### src/rtl/stack_mem_arbiter.sv
// Arbiter sharing the single-port stack-processor memory between instruction fetch (F) and data (D).
// Define STACK_ARB_RR_EN for round-robin arbitration; otherwise D has fixed priority over F.
module stack_mem_arbiter #(
  parameter int ADDR_W  = 16,
  parameter int DATA_W  = 16,
  parameter int MEM_LAT = 2
) (
  input  logic              CLK,
  input  logic              reset,
  input  logic              f_req,
  input  logic [ADDR_W-1:0] f_addr,
  output logic              f_ack,
  output logic [DATA_W-1:0] f_rdata,
  input  logic              d_req,
  input  logic              d_we,
  input  logic [ADDR_W-1:0] d_addr,
  input  logic [DATA_W-1:0] d_wdata,
  output logic              d_ack,
  output logic [DATA_W-1:0] d_rdata,
  output logic              mem_en,
  output logic              mem_we,
  output logic [ADDR_W-1:0] mem_addr,
  output logic [DATA_W-1:0] mem_wdata,
  input  logic [DATA_W-1:0] mem_rdata,
  output logic              busy,
  output logic              owner
);

  typedef enum logic [2:0] {S_IDLE, S_ISSUE, S_WAIT, S_CAPTURE, S_RESP} state_t;

  localparam logic [3:0] CNT_INIT = 4'(MEM_LAT - 1);

  state_t     r_state;
  logic [3:0] r_cnt;
  logic       r_isWrite;
  logic       w_anyReq;
  logic       w_grantD;

  assign w_anyReq = f_req | d_req;

`ifdef STACK_ARB_RR_EN
  logic r_lastWinner;

  // With both ports requesting, the port that lost the previous grant goes first.
  assign w_grantD = d_req & (~f_req | ~r_lastWinner);

  always_ff @(posedge CLK or posedge reset) begin
    if (reset) begin
      r_lastWinner <= 1'b0;
    end else if (r_state == S_IDLE && w_anyReq) begin
      r_lastWinner <= w_grantD;
    end
  end
`else
  assign w_grantD = d_req;
`endif

  always_ff @(posedge CLK or posedge reset) begin
    if (reset) begin
      r_state   <= S_IDLE;
      r_cnt     <= '0;
      r_isWrite <= 1'b0;
      mem_en    <= 1'b0;
      mem_we    <= 1'b0;
      mem_addr  <= '0;
      mem_wdata <= '0;
      f_ack     <= 1'b0;
      d_ack     <= 1'b0;
      f_rdata   <= '0;
      d_rdata   <= '0;
      busy      <= 1'b0;
      owner     <= 1'b0;
    end else begin
      case (r_state)
        S_IDLE: begin
          if (w_anyReq) begin
            mem_en    <= 1'b1;
            mem_we    <= w_grantD & d_we;
            r_isWrite <= w_grantD & d_we;
            mem_addr  <= w_grantD ? d_addr : f_addr;
            if (w_grantD) begin
              mem_wdata <= d_wdata;
            end
            owner     <= w_grantD;
            busy      <= 1'b1;
            r_cnt     <= CNT_INIT;
            r_state   <= S_ISSUE;
          end
        end
        S_ISSUE: begin
          mem_en  <= 1'b0;
          mem_we  <= 1'b0;
          r_state <= (MEM_LAT == 1) ? S_CAPTURE : S_WAIT;
        end
        S_WAIT: begin
          r_cnt <= r_cnt - 4'd1;
          if (r_cnt <= 4'd1) begin
            r_state <= S_CAPTURE;
          end
        end
        // Read data is valid exactly in this cycle; writes keep the old rdata.
        S_CAPTURE: begin
          if (owner) begin
            d_ack <= 1'b1;
            if (!r_isWrite) begin
              d_rdata <= mem_rdata;
            end
          end else begin
            f_ack   <= 1'b1;
            f_rdata <= mem_rdata;
          end
          r_state <= S_RESP;
        end
        S_RESP: begin
          f_ack   <= 1'b0;
          d_ack   <= 1'b0;
          busy    <= 1'b0;
          r_state <= S_IDLE;
        end
        default: r_state <= S_IDLE;
      endcase
    end
  end

endmodule

### config.mk
export PLATFORM = sky130hd
export DESIGN_NAME = stack_mem_arbiter
export DESIGN_NICKNAME = d
export VERILOG_FILES = /design/src/rtl/stack_mem_arbiter.sv
export SDC_FILE = /design/constraint.sdc
export NUM_CORES = 1
export LEC_CHECK = 0
export ABC_CLOCK_PERIOD_IN_PS = 7300
export CAP_MARGIN = 5
export CORE_ASPECT_RATIO = 0.9
export CORE_MARGIN = 2
export CORE_UTILIZATION = 46
export DETAILED_ROUTE_END_ITERATION = 8
export PLACE_DENSITY = 0.86
export SLEW_MARGIN = 0
export SYNTH_ARGS = -nofsm -noshare
export SYNTH_HDL_FRONTEND = slang
export SYNTH_SLANG_ARGS = --single-unit
### constraint.sdc
create_clock -name CLK -period 7.3 [get_ports CLK]
set_input_delay 1.825 -clock CLK [delete_from_list [all_inputs] [get_ports CLK]]
set_output_delay 1.825 -clock CLK [all_outputs]
set_load 0.05 [all_outputs]
* Word level (Yosys, flattened, before mapping) *
Cells that the tools add are included.

storage, ports and cells
  bits in registers = 78
  input bits = 69

cells by class
  multiplexer cells = 15
  order comparisons = 1
  reduce and logical (&&, ||, !) cells = 15
  $add $sub $neg = 1
  eq/ne operators = 8
  bitwise logic cells = 4

operators with widths
  cell                 number
  $mux 16              1
  $reduce_and 2->1     8
  $pmux 3 s4           1
  $pmux 1 s2           5
  $ne 2x2->1 const B   4
  $pmux 4 s2           1
  $reduce_bool 2->1    4
  $eq 3x2->1 const B   2
  $mux 3               2
  $reduce_and 3->1     2
  $le 4x1->1 const B   1
  $mux 1               4
  $mux 4               1
  $sub 4x1->4 const B  1
  $eq 3x1->1 const B   1
  $eq 3x3->1 const B   1
  $logic_not 3->1      1
  $not 1->1            2
  $and 1x1->1          1
  $or 1x1->1           1

* Longest topological paths before layout *
  depth in word-level cells = 3
  mapped depth = 5
  depth with buffers taken out = 5

* Worst setup path after synthesis *
No wires, ideal clock.

  path kind = input to register
  start point = input port d_req
  end point = register mem_addr[0]
  library setup time = 0.125 ns
  slack = 4.213 ns
  data arrival time = 2.962 ns
  buffers on the path = 2
  cell stages on the path = 5
  cells stage by stage = buf_4 o21bai_2 nor3_2 buf_6 mux2_2

between the ends
  longest elaborated chain between the ends = 2
  elaborated cells between the ends (all ways) = 3

ends and longest elaborated chain
  item                        RTL line  RTL
  from (decl)                 14        input logic d_req,
  $or 1x1->1                  39        assign w_anyReq = f_req | d_req;
  $reduce_and 2->1 (no line)  -
  to (signal assigned)        80        mem_addr <= w_grantD ? d_addr : f_addr;
  to (decl)                   22        output logic [ADDR_W-1:0] mem_addr,

Parallel ways exist; a longest one is shown, timed or not.
A chain may end at the register's enable or synchronous reset.

* Worst setup path in the final report *
  start point = input port d_req
  end point = register mem_addr[15]

Same word-level chain as after synthesis.

==> summary.md <==
| Metric | Value |
|---|---|
| Hold path start | mem_en |
| Routed Antenna Nets | 0 |
| CP endpoint kind | flop |
| Vias in the first global route | 2488 |
| Count of boundary I/O pins | 139 |
| Sequential-to-total area share from yosys stat | 0.589 |
| Post-synthesis mux area share | 0.287 |
| Remaining DRCs | 0 |
| Leakage | roughly 2.1 nW |
| WP data arrival | 3.99 ns |
| Worst Hold Class | flop to flop |
| First-pass GRT wire length | 12.0 mm |
| Final hold slack | roughly 0.50 ns |
| Worst Reg2Reg Path Length in Cells | 3 |
| CP cell instances | clkdlybuf4s50_1, o21bai_2, nor3_2, buf_6, mux2_2 |
| Max Slew Vio Count | 0 |
| RSZ-0062 raised after global routing | no |
| Area of the multi-input gates | ~1300 um^2 |
| Hpwl dp | 5.25 mm |
| Synth Area in Compound Gates | 0.0416 |
| Register area | roughly 2000 um^2 |
| Clock skew | about 0.008 ns |
| CTS sink cnt | 78 |
| Starting Density | 0.473 |
| Slew HR | 0.351 |
| IR drop worst, VDD | between 0.3 and 0.4 mV |
| Part of the cycle the worst path needs | 0.517 |
| Register-to-register setup slack | a little over 5 ns |
| Total global-route track usage | 0.191 |
| Critical path type | primary input to flop |
| Initial antenna violation count | 0 |
| Post-Syn Area | between 3000 and 4000 um^2 |
| CTS root buffer | clkbuf_8 |
| Synth Register Bits | 78 |
| Mean post-synth cell area | 15.2 um^2 |
| Routed wire length | 7.34 mm |
| Fin. Hold Viols | 0 |
| Most common cell after layout, fill and taps aside | clkdlybuf4s50_1 |
| Height of the chip | 84.5 um |
| Total chip power | 2.70 mW |
| Clock latency on the worst-skew pair | roughly 0.33 ns |
| Simple-Gate Fraction of Synth Area | 0.0393 |
| Yosys warns | 0 |
| Resized Gates After CTS | 0 |
| Layout cells sized above 1 | 0.304 |
| Synth top area cells | dfrtp_1 (59%), mux2_2 (24%), mux2_4 (4.5%) |
| CTS tree | yes |
| Area fraction of the dominant cell type after synthesis | 0.589 |
| Critical path peak fanout | 19 |
| Most frequent cells in the layout | clkdlybuf4s50_1 (138), dfrtp_1 (78), mux2_2 (71) |
| Synth Area in Adders | 0.00756 |
| Power Density | 544 nW/um^2 |
| 1st-pass router iterations | 4 |
| Grt ovf | 0 |
| Clock slew at reported path FFs | around 0.08 ns |
| FP Rows | 29 |
| Post-DR wirelength/cell | between 15 and 20 um |
| Critical-path top delay cell | clkdlybuf4s50_1 |
| Largest family of logic cells by synthesized area | multiplexers |
| I/O Buffers | between 100 and 150 |
| Syn_nets | between 200 and 300 |
| Die Area | a little under 8000 um^2 |
| Via count | approximately 2300 |
| Max-Cap Viols | 0 |
| Hold path depth | 2 |
| Worst Path Required | 7.51 ns |
| Worst slew pin tran | ~0.97 ns |
| GP Congestion | roughly 0.72 |
| Netlist cell types | 32 |
| Gate Count Post-Synth | 218 |
| Fill cells | 489 |
| Worst hold endpoint | mem_en |
| Post-layout min period | between 3 and 4 ns |
| Largest net degree at the start of global routing | 79 |
| CP Launch Type | primary input |
| Total negative slack | 0 ns |
| # hold bufs at CTS | 0 |
| Die Width | between 90 and 100 um |
| Area Overhead vs Synth | 49.6% |
| Leading area contributor after synthesis | dfrtp_1 |
| Status | completed |
| Critical R2R Capture | d_rdata[12] |
| Avg Vias per Cell | ~5.0 |
| Final setup vio count | 0 |
| Max frequency | 265 MHz |
| Final net count | 431 |
| CTS H-tree depth | 3 |
| Crit-path max cell delay | roughly 1 ns |
| R2r startpoint | r_state[0] |
| Drt initial violations | 45 |
| Inserted Clock Buffers | 9 |
| Bufs on Longest Clock Path | 2 |
| Post-CTS setup buffer count | 0 |
| Core Area | about 7000 um^2 |
| Diode count | 0 |
| Xor-xnor portion of the synthesized cell area | 0.00264 |
[cell usage after synthesis (all sizes together)]
cell type	n
or3	1
xnor2	1
or4b	1
or2	1
o21ba	1
buf	9
a22o	3
ha	2
o21bai	1
and3b	2
nand2	5
clkbuf	2
nor3	4
or3b	2
inv	4
nor2	4
nor4b	1
a21o	1
a21oi	2
o22ai	1
o211ai	1
o21ai	7
a32o	1
dfrtp	78
mux2	81
a31oi	1
a21boi	1
[flip-flops by register name, indices dropped and copies added, names as in the netlist, 3 cells and up]
register / cells
d_rdata: 16
mem_wdata: 16
r_cnt: 4
mem_addr: 16
r_state: 3
f_rdata: 16
[cell type report]
class / count / share of cell area
clock buffers: 9 / 0.0250
clock inverters: 7 / 0.0147
inverters: 4 / 0.00328
multi-input cells: 125 / 0.254
flip-flops and latches: 78 / 0.394
well taps: 93 / 0.0235
repair buffers: 142 / 0.286
[how the worst max path moves through the flow]
stage / start / depth (start not counted) / slack (ns) / to
floorplan: reset / 1 / 3.48 / busy
global placement: d_req / 4 / 2.86 / mem_addr[6]
detailed placement: d_req / 4 / 2.69 / mem_addr[15]
CTS: d_req / 4 / 3.05 / mem_addr[15]
global route: d_req / 5 / 3.40 / mem_addr[14]
finish: d_req / 5 / 3.52 / mem_addr[15]
[worst max-delay path, delay by kind of cell]
kind,cells,cell delay (ns)
compound gates,1,0.19
mux,1,0.36
buf+inv,2,1.23
simple gates,1,0.38
[metrics by stage]
| step | cells | area, um^2 | worst slack, ns | utilization |
|---|---|---|---|---|
| final | 458 | 4950 | 3.52 | 0.707 |
| after global routing | 458 | 4950 | 3.40 | 0.707 |
| after CTS | 457 | 4940 | 3.05 | 0.706 |
| after detailed placement | 441 | 4750 | 2.69 | 0.678 |
| after global placement | 441 | 4750 | 2.86 | 0.678 |
| after floorplan | 218 | 3310 | 3.48 | - |
[where the power goes]
group          switching, mW  internal [mW]
clock                  0.156          0.159
combinational          0.955          0.631
sequential             0.148          0.648
total                   1.26           1.44
[per-layer routing]
layer,up-vias,global-route usage,share of wire
li1,1059,-,-
met1,1144,0.253,0.42
met2,95,0.309,0.48
met3,10,0.0521,0.083
met4,0,0.0602,0.014
met5,-,0,0
[cell families (layout without fill, tap and decap cells)]
family          Yosys count  in the layout
xor+xnor                  1              1
compound gates           20             20
simple gates             21             21
fa+ha+maj                 2              2
buf+inv                  15            162
mux                      81             81
flops                    78             78
(Power assumes the default switching activity.)
